--- config.mk ---
export PLATFORM = sky130hd
export DESIGN_NAME = program_loader
export DESIGN_NICKNAME = d
export VERILOG_FILES = /design/src/rtl/program_loader_pkg.sv /design/src/rtl/program_loader_timeout.sv /design/src/rtl/program_loader.sv
export SDC_FILE = /design/constraint.sdc
export NUM_CORES = 1
export LEC_CHECK = 0
export ABC_AREA = 1
export CORE_MARGIN = 10
export CORE_UTILIZATION = 40
export DETAILED_ROUTE_END_ITERATION = 10
export MAX_ROUTING_LAYER = met4
export SETUP_SLACK_MARGIN = 0.3
export SLEW_MARGIN = 10
export SYNTH_ARGS = -nofsm -noshare
export SYNTH_HDL_FRONTEND = slang
export SYNTH_SLANG_ARGS = --single-unit
--- constraint.sdc ---
create_clock -name clk -period 2 [get_ports clk]
set_input_delay 0.3 -clock clk [delete_from_list [all_inputs] [get_ports clk]]
set_output_delay 0.3 -clock clk [all_outputs]
set_load 0.02 [all_outputs]
--- src/rtl/program_loader_pkg.sv ---
// program_loader_pkg: shared definitions for the byte-stream program loader.
//   - state encoding of the frame parser (3-bit)
//   - default frame start marker
//   - width of the word counter (matches the programmer address width)
package program_loader_pkg;

    localparam int unsigned ST_W      = 3;
    localparam int unsigned LDR_CNT_W = 15;
    localparam logic [7:0]  LDR_SYNC_BYTE = 8'hA5;

    typedef enum logic [ST_W-1:0] {
        ST_IDLE    = 3'd0,
        ST_LEN_HI  = 3'd1,
        ST_LEN_LO  = 3'd2,
        ST_DATA_HI = 3'd3,
        ST_DATA_LO = 3'd4,
        ST_WRITE   = 3'd5,
        ST_CHECK   = 3'd6
    } ldr_state_t;

endpackage

--- src/rtl/program_loader_timeout.sv ---
// program_loader_timeout: inter-byte idle watchdog.
//   clk, reset   : clock, synchronous active-high reset
//   i_en         : watchdog armed (frame in progress, not in a write cycle)
//   i_kick       : a byte was transferred this cycle
//   o_expired_c  : combinational; this is the TIMEOUT_CYCLES-th idle cycle in a row
module program_loader_timeout #(
    parameter int unsigned TIMEOUT_CYCLES = 1_000_000
) (
    input  logic clk,
    input  logic reset,
    input  logic i_en,
    input  logic i_kick,
    output logic o_expired_c
);

    localparam int unsigned TO_W = $clog2(TIMEOUT_CYCLES + 1);

    logic [TO_W-1:0] r_cnt;

    // Reload on every transfer and while disarmed, so an armed window always
    // starts with a full budget; otherwise count down toward 1.
    always_ff @(posedge clk) begin
        if (reset) begin
            r_cnt <= '0;
        end else if (i_kick || !i_en) begin
            r_cnt <= TO_W'(TIMEOUT_CYCLES);
        end else if (r_cnt != '0) begin
            r_cnt <= r_cnt - TO_W'(1);
        end
    end

    assign o_expired_c = i_en && !i_kick && (r_cnt == TO_W'(1));

endmodule

--- src/rtl/program_loader.sv ---
// program_loader: parses a framed program image (sync, 15-bit word count,
// big-endian 16-bit data words, 8-bit checksum) from a byte stream and writes
// each word downstream with a one-cycle strobe.
//   clk, reset    : clock, synchronous active-high reset
//   rx_data/valid : incoming byte stream; rx_ready (combinational) accepts it
//   program_word  : assembled word, valid while lm is high
//   lm            : one-cycle write/advance strobe per word
//   counter_clear : one-cycle pulse after the sync byte is accepted
//   busy          : frame in progress
//   done / error  : sticky result of the last frame
module program_loader
    import program_loader_pkg::*;
#(
    parameter logic [7:0]  SYNC_BYTE      = LDR_SYNC_BYTE,
    parameter int unsigned TIMEOUT_CYCLES = 1_000_000
) (
    input  logic        clk,
    input  logic        reset,
    input  logic [7:0]  rx_data,
    input  logic        rx_valid,
    output logic        rx_ready,
    output logic [15:0] program_word,
    output logic        lm,
    output logic        counter_clear,
    output logic        busy,
    output logic        done,
    output logic        error
);

    ldr_state_t             r_state;
    logic [LDR_CNT_W-1:0]   r_count;
    logic [7:0]             r_hi;
    logic [7:0]             r_sum;
    logic [15:0]            r_word;
    logic                   r_lm;
    logic                   r_cc;
    logic                   r_busy;
    logic                   r_done;
    logic                   r_error;

    ldr_state_t             w_state_nxt;
    logic [LDR_CNT_W-1:0]   w_count_nxt;
    logic [7:0]             w_hi_nxt;
    logic [7:0]             w_sum_nxt;
    logic [15:0]            w_word_nxt;
    logic                   w_lm_nxt;
    logic                   w_cc_nxt;
    logic                   w_busy_nxt;
    logic                   w_done_nxt;
    logic                   w_error_nxt;

    logic                   w_xfer;
    logic                   w_to_en;
    logic                   w_expired;
    logic [LDR_CNT_W-1:0]   w_len;
    logic [7:0]             w_sum_add;

    // Only the write cycle refuses input; it holds the stream while lm fires.
    assign rx_ready  = (r_state != ST_WRITE);
    assign w_xfer    = rx_valid && rx_ready;
    assign w_to_en   = (r_state != ST_IDLE) && (r_state != ST_WRITE);
    assign w_len     = {r_count[LDR_CNT_W-1:8], rx_data};
    assign w_sum_add = 8'(r_sum + rx_data);

    program_loader_timeout #(
        .TIMEOUT_CYCLES (TIMEOUT_CYCLES)
    ) u_timeout (
        .clk         (clk),
        .reset       (reset),
        .i_en        (w_to_en),
        .i_kick      (w_xfer),
        .o_expired_c (w_expired)
    );

    // State and registered outputs.
    always_ff @(posedge clk) begin
        if (reset) begin
            r_state <= ST_IDLE;
            r_count <= '0;
            r_hi    <= '0;
            r_sum   <= '0;
            r_word  <= '0;
            r_lm    <= 1'b0;
            r_cc    <= 1'b0;
            r_busy  <= 1'b0;
            r_done  <= 1'b0;
            r_error <= 1'b0;
        end else begin
            r_state <= w_state_nxt;
            r_count <= w_count_nxt;
            r_hi    <= w_hi_nxt;
            r_sum   <= w_sum_nxt;
            r_word  <= w_word_nxt;
            r_lm    <= w_lm_nxt;
            r_cc    <= w_cc_nxt;
            r_busy  <= w_busy_nxt;
            r_done  <= w_done_nxt;
            r_error <= w_error_nxt;
        end
    end

    // Frame parser: next state and next register values.
    always_comb begin
        w_state_nxt = r_state;
        w_count_nxt = r_count;
        w_hi_nxt    = r_hi;
        w_sum_nxt   = r_sum;
        w_word_nxt  = r_word;
        w_lm_nxt    = 1'b0;
        w_cc_nxt    = 1'b0;
        w_busy_nxt  = r_busy;
        w_done_nxt  = r_done;
        w_error_nxt = r_error;

        case (r_state)
            ST_IDLE: begin
                if (w_xfer && (rx_data == SYNC_BYTE)) begin
                    w_state_nxt = ST_LEN_HI;
                    w_cc_nxt    = 1'b1;
                    w_done_nxt  = 1'b0;
                    w_error_nxt = 1'b0;
                    w_busy_nxt  = 1'b1;
                    w_sum_nxt   = '0;
                    w_count_nxt = '0;
                end
            end
            ST_LEN_HI: begin
                // Bit 7 of the high length byte is not part of the count.
                if (w_xfer) begin
                    w_count_nxt = {rx_data[6:0], 8'h00};
                    w_state_nxt = ST_LEN_LO;
                end
            end
            ST_LEN_LO: begin
                if (w_xfer) begin
                    w_count_nxt = w_len;
                    if (w_len == '0) begin
                        w_error_nxt = 1'b1;
                        w_busy_nxt  = 1'b0;
                        w_state_nxt = ST_IDLE;
                    end else begin
                        w_state_nxt = ST_DATA_HI;
                    end
                end
            end
            ST_DATA_HI: begin
                if (w_xfer) begin
                    w_hi_nxt    = rx_data;
                    w_sum_nxt   = w_sum_add;
                    w_state_nxt = ST_DATA_LO;
                end
            end
            ST_DATA_LO: begin
                // lm and the word register together so they line up in WRITE.
                if (w_xfer) begin
                    w_word_nxt  = {r_hi, rx_data};
                    w_sum_nxt   = w_sum_add;
                    w_lm_nxt    = 1'b1;
                    w_state_nxt = ST_WRITE;
                end
            end
            ST_WRITE: begin
                w_count_nxt = r_count - LDR_CNT_W'(1);
                w_state_nxt = (r_count == LDR_CNT_W'(1)) ? ST_CHECK : ST_DATA_HI;
            end
            ST_CHECK: begin
                if (w_xfer) begin
                    w_done_nxt  = (w_sum_add == 8'h00);
                    w_error_nxt = (w_sum_add != 8'h00);
                    w_busy_nxt  = 1'b0;
                    w_state_nxt = ST_IDLE;
                end
            end
            default: begin
                w_state_nxt = ST_IDLE;
            end
        endcase

        // Stalled stream inside a frame aborts it.
        if (w_expired) begin
            w_error_nxt = 1'b1;
            w_busy_nxt  = 1'b0;
            w_state_nxt = ST_IDLE;
        end
    end

    assign program_word  = r_word;
    assign lm            = r_lm;
    assign counter_clear = r_cc;
    assign busy          = r_busy;
    assign done          = r_done;
    assign error         = r_error;

endmodule

==> impl_metrics.ini <==
[outcome]
status = complete, no violations

[sta]
finalHoldViolCount = 0
fmax_ghz = 0.587
fin_worst_skew_ns = 0.0129
fin_ws_ns = 0.295
final_min_period_over_clock_period = 0.852
max_slew.worst_pin.slew_ns = 0.325
timing.final.max_slew_violations = 0
rsz0062_at_grt = true
setup_viol_count_final = 0
timing.final.crit_period_ns = 1.70
worst_slew_margin_rel = 0.782

[setup_path]
regToRegSetupSlack_ns = 0.30
required_ns = 2.24
largest_fanout_of_any_net_on_the_critical_path = 3
worst_ep_arrival_time_ns = 1.94
cp_slowest_stage_delay_ns = 0.34
cpMaxStageDelayCell = sky130_fd_sc_hd__dfxtp_2
crit_path_cell_trace = ha_4 > fa_2 > nand2_1 > nand2_2 > nand2_1 > nand2_1 > nand2_1 > nand3_1 > nor2_2 > nand2_1 > nand2_1 > a21oi_1
type_of_the_setup_path_with_the_least_slack = reg2reg
timing.critical_path.from_type = flop
cp_common_cell = sky130_fd_sc_hd__nand2_1
end_kind = flop

[power]
power.ir.vdd_worst_mv = 0.485
cell_internal_pwr_uw = 2650
share_clk_of_total_power = 0.267
power.switching_fraction = 0.371
p_sw_uw = 1560
power.share.combinational = 0.345
power_leakage_uw = 0.00244
seq_power_share = 0.388
power_density_nw_per_um2 = 786

[floorplanning]
starting_utilization_of_the_core_area = 0.412
floorplan.die.height_um = 123
core_area_sq_um = 10300
design.die.area_sq_um = 15200
rows = 37
pin_count = 33
dieWidth_um = 123

[detailed_routing]
vias_per_cell = 4.95
wire_length_reported_by_the_detailed_router_mm = 11.2
drt_first_pass_iters = 6
initialDrtViolationCount = 279
antenna_violating_nets_post_route = 0
post_drt_wl_per_cell_um = 13.1
routed-via-count = 4226
drcViolationCount = 0

[yosys]
share_of_flip_flops_with_an_asynchronous_set_or_reset = 0
yosys_warnings = 0
synth-main-ff-cell = sky130_fd_sc_hd__dfxtp_1
synth.cell_area_sq_um = 4260
synth_sequential_area_ratio = 0.353
syn_area_per_cell_sq_um = 6.68
number_of_cells_produced_by_synthesis = 637
mappedNetlistNets = 661
synth.lib_cells_used.distinct = 39
synth-edff-count = 0
synth_seq_cells = 75

[clocking]
insertion_delay_ns = 0.36
clkSinkCount = 75
clk_path_buf_depth = 2
cts_tree = built
clkTransAtPathRegs_ns = 0.09
htree_levels = 3
cts_made_buffers = 9
cts.root.buffer_cell = sky130_fd_sc_hd__clkbuf_8

[placement]
gp_congestion = 0.919
placed_cells = 832
buffer_ports.inserted = 32
place_worst_setup_slack_ns = -0.279
dp.final_hpwl_mm = 8.30

[global_routing]
global_route_wire_length_before_repair_mm = 19.0
grt_antenna_before_repair = 0
grt_remaining_overflow = 0
pin_count_of_the_biggest_net_entering_global_routing = 35
number_of_global_route_vias_before_repair = 4066
grt_usage = 0.158

[layout]
seq_area_sq_um = 1510
area_growth_syn_to_layout_pct = 25.7
post_route_cells_drive_above_1_share = 0.160
antenna_cells = 0
layout.filler_cells = 1045
area_of_the_multi_input_gates_sq_um = 2490
net_count_of_the_finished_layout = 736
finalNonFillerCells = 853

[hold_path]
hp-class = in2reg

[job]
drv_cap = 0
==> area by class of cell <==
class	count	share of cell area
Multi-Input combinational cell	470	0.465
Sequential cell	75	0.281
Timing Repair Buffer	79	0.132
Inverter	77	0.0545
Tap cell	136	0.0318
Clock buffer	11	0.0283
Clock inverter	5	0.00701
==> Yosys cell counts, types with 2 or more instances <==
cell,instances,area [sq um]
sky130_fd_sc_hd__a211oi_1,2,15.0
sky130_fd_sc_hd__nor2_1,81,304
sky130_fd_sc_hd__or2_2,3,18.8
sky130_fd_sc_hd__clkbuf_1,12,45.0
sky130_fd_sc_hd__nor2_4,3,33.8
sky130_fd_sc_hd__dfxtp_1,75,1500
sky130_fd_sc_hd__nand4_1,7,43.8
sky130_fd_sc_hd__nor3_1,3,15.0
sky130_fd_sc_hd__inv_2,4,15.0
sky130_fd_sc_hd__nor2_8,2,40.0
sky130_fd_sc_hd__xnor2_1,5,43.8
sky130_fd_sc_hd__xor2_1,7,61.3
sky130_fd_sc_hd__nand3_4,2,35.0
sky130_fd_sc_hd__ha_1,12,150
sky130_fd_sc_hd__a21oi_1,76,380
sky130_fd_sc_hd__o21ai_0,46,230
sky130_fd_sc_hd__inv_1,72,270
sky130_fd_sc_hd__nand2_1,156,586
sky130_fd_sc_hd__nand2_4,2,22.5
sky130_fd_sc_hd__nand2_2,5,31.3
sky130_fd_sc_hd__nand3_1,41,205
sky130_fd_sc_hd__buf_6,2,22.5
sky130_fd_sc_hd__nand3b_1,3,22.5
==> final timing paths <==
path	cells past startpoint	startpoint	end
worst max-delay path	12	r_sum[0]	error
worst min-delay path	4	rx_data[2]	program_word[2]
worst max register to register	12	r_sum[0]	error
worst min register to register	2	program_word[12]	program_word[12]
==> metal layers <==
| metal | vias to the layer above | wire length, um | global-route usage | share of wire |
|---|---|---|---|---|
| met4 | 0 | 224 | 0.0604 | 0.020 |
| li1 | 2205 | - | - | - |
| met1 | 1935 | 5110 | 0.187 | 0.46 |
| met3 | 18 | 386 | 0.0319 | 0.035 |
| met5 | - | 0 | - | 0 |
| met2 | 68 | 5440 | 0.260 | 0.49 |
==> sequential cells by signal, summed over array words and instances, names as in the netlist, 3 cells and up <==
signal / flops
program_word: 16
r_hi: 8
r_sum: 8
r_state: 3
u_timeout.r_cnt: 20
r_count: 15
==> power groups by stage <==
stage               Sequential [uW]  Clock [uW]  Combinational (uW)
CTS                            1630        1160                1420
floorplan                      1660           0                 944
finish                         1630        1120                1450
global placement               1670           0                1400
detailed placement             1670           0                1400
global route                   1650        1220                1620
==> worst max-delay path: cells and delay by family (launching register included) <==
| kind | cells | cell delay, ns |
|---|---|---|
| and+or+nand+nor | 9 | 0.69 |
| adders and majority gates | 2 | 0.50 |
| DFF | 1 | 0.34 |
| AOI/OAI and AO/OA | 1 | 0.05 |
==> cell families (layout without fill, tap and decap cells) <==
logic type / Yosys count / in the layout / synth area share
flops: 75 / 75 / 0.353
buf+inv: 92 / 172 / 0.0861
fa+ha+maj: 13 / 13 / 0.0400
compound gates: 129 / 129 / 0.158
simple gates: 316 / 316 / 0.339
xor+xnor: 12 / 12 / 0.0247
==> metrics by stage <==
step	TNS (ns)	hold WS [ns]	power, uW	instance area (sq um)	util
floorplan	0	0.420	2610	4260	-
CTS	0	0.445	4210	5230	0.506
global placement	-1.76	0.430	3060	5010	0.486
global route	0	0.452	4490	5350	0.518
detailed placement	-3.72	0.433	3070	5010	0.486
finish	0	0.409	4210	5350	0.518
==> cell usage in the layout (no fill, tap or decap), drive strengths merged, types with 3 or more instances in the layout <==
cell | netlist | final
nand2 | 164 | 164
nor2 | 87 | 87
a21oi | 77 | 77
inv | 77 | 77
dfxtp | 75 | 75
buf | 3 | 47
o21ai | 46 | 46
nand3 | 44 | 44
clkdlybuf4s50 | 0 | 22
clkbuf | 12 | 12
ha | 12 | 12
nand4 | 8 | 8
xor2 | 7 | 7
dlymetal6s2s | 0 | 6
xnor2 | 5 | 5
or2 | 4 | 4
nand3b | 3 | 3
dlygate4sd2 | 0 | 3
clkinv | 0 | 3
nor3 | 3 | 3
==> timing repair <==
item,4_1_cts,5_1_grt
setup endpoints to repair,36,40
setup buffers,0,5
hold buffers,0,0
pin swaps,2,6
gates resized for setup,13,27
Power figures use the tool's default switching activity.
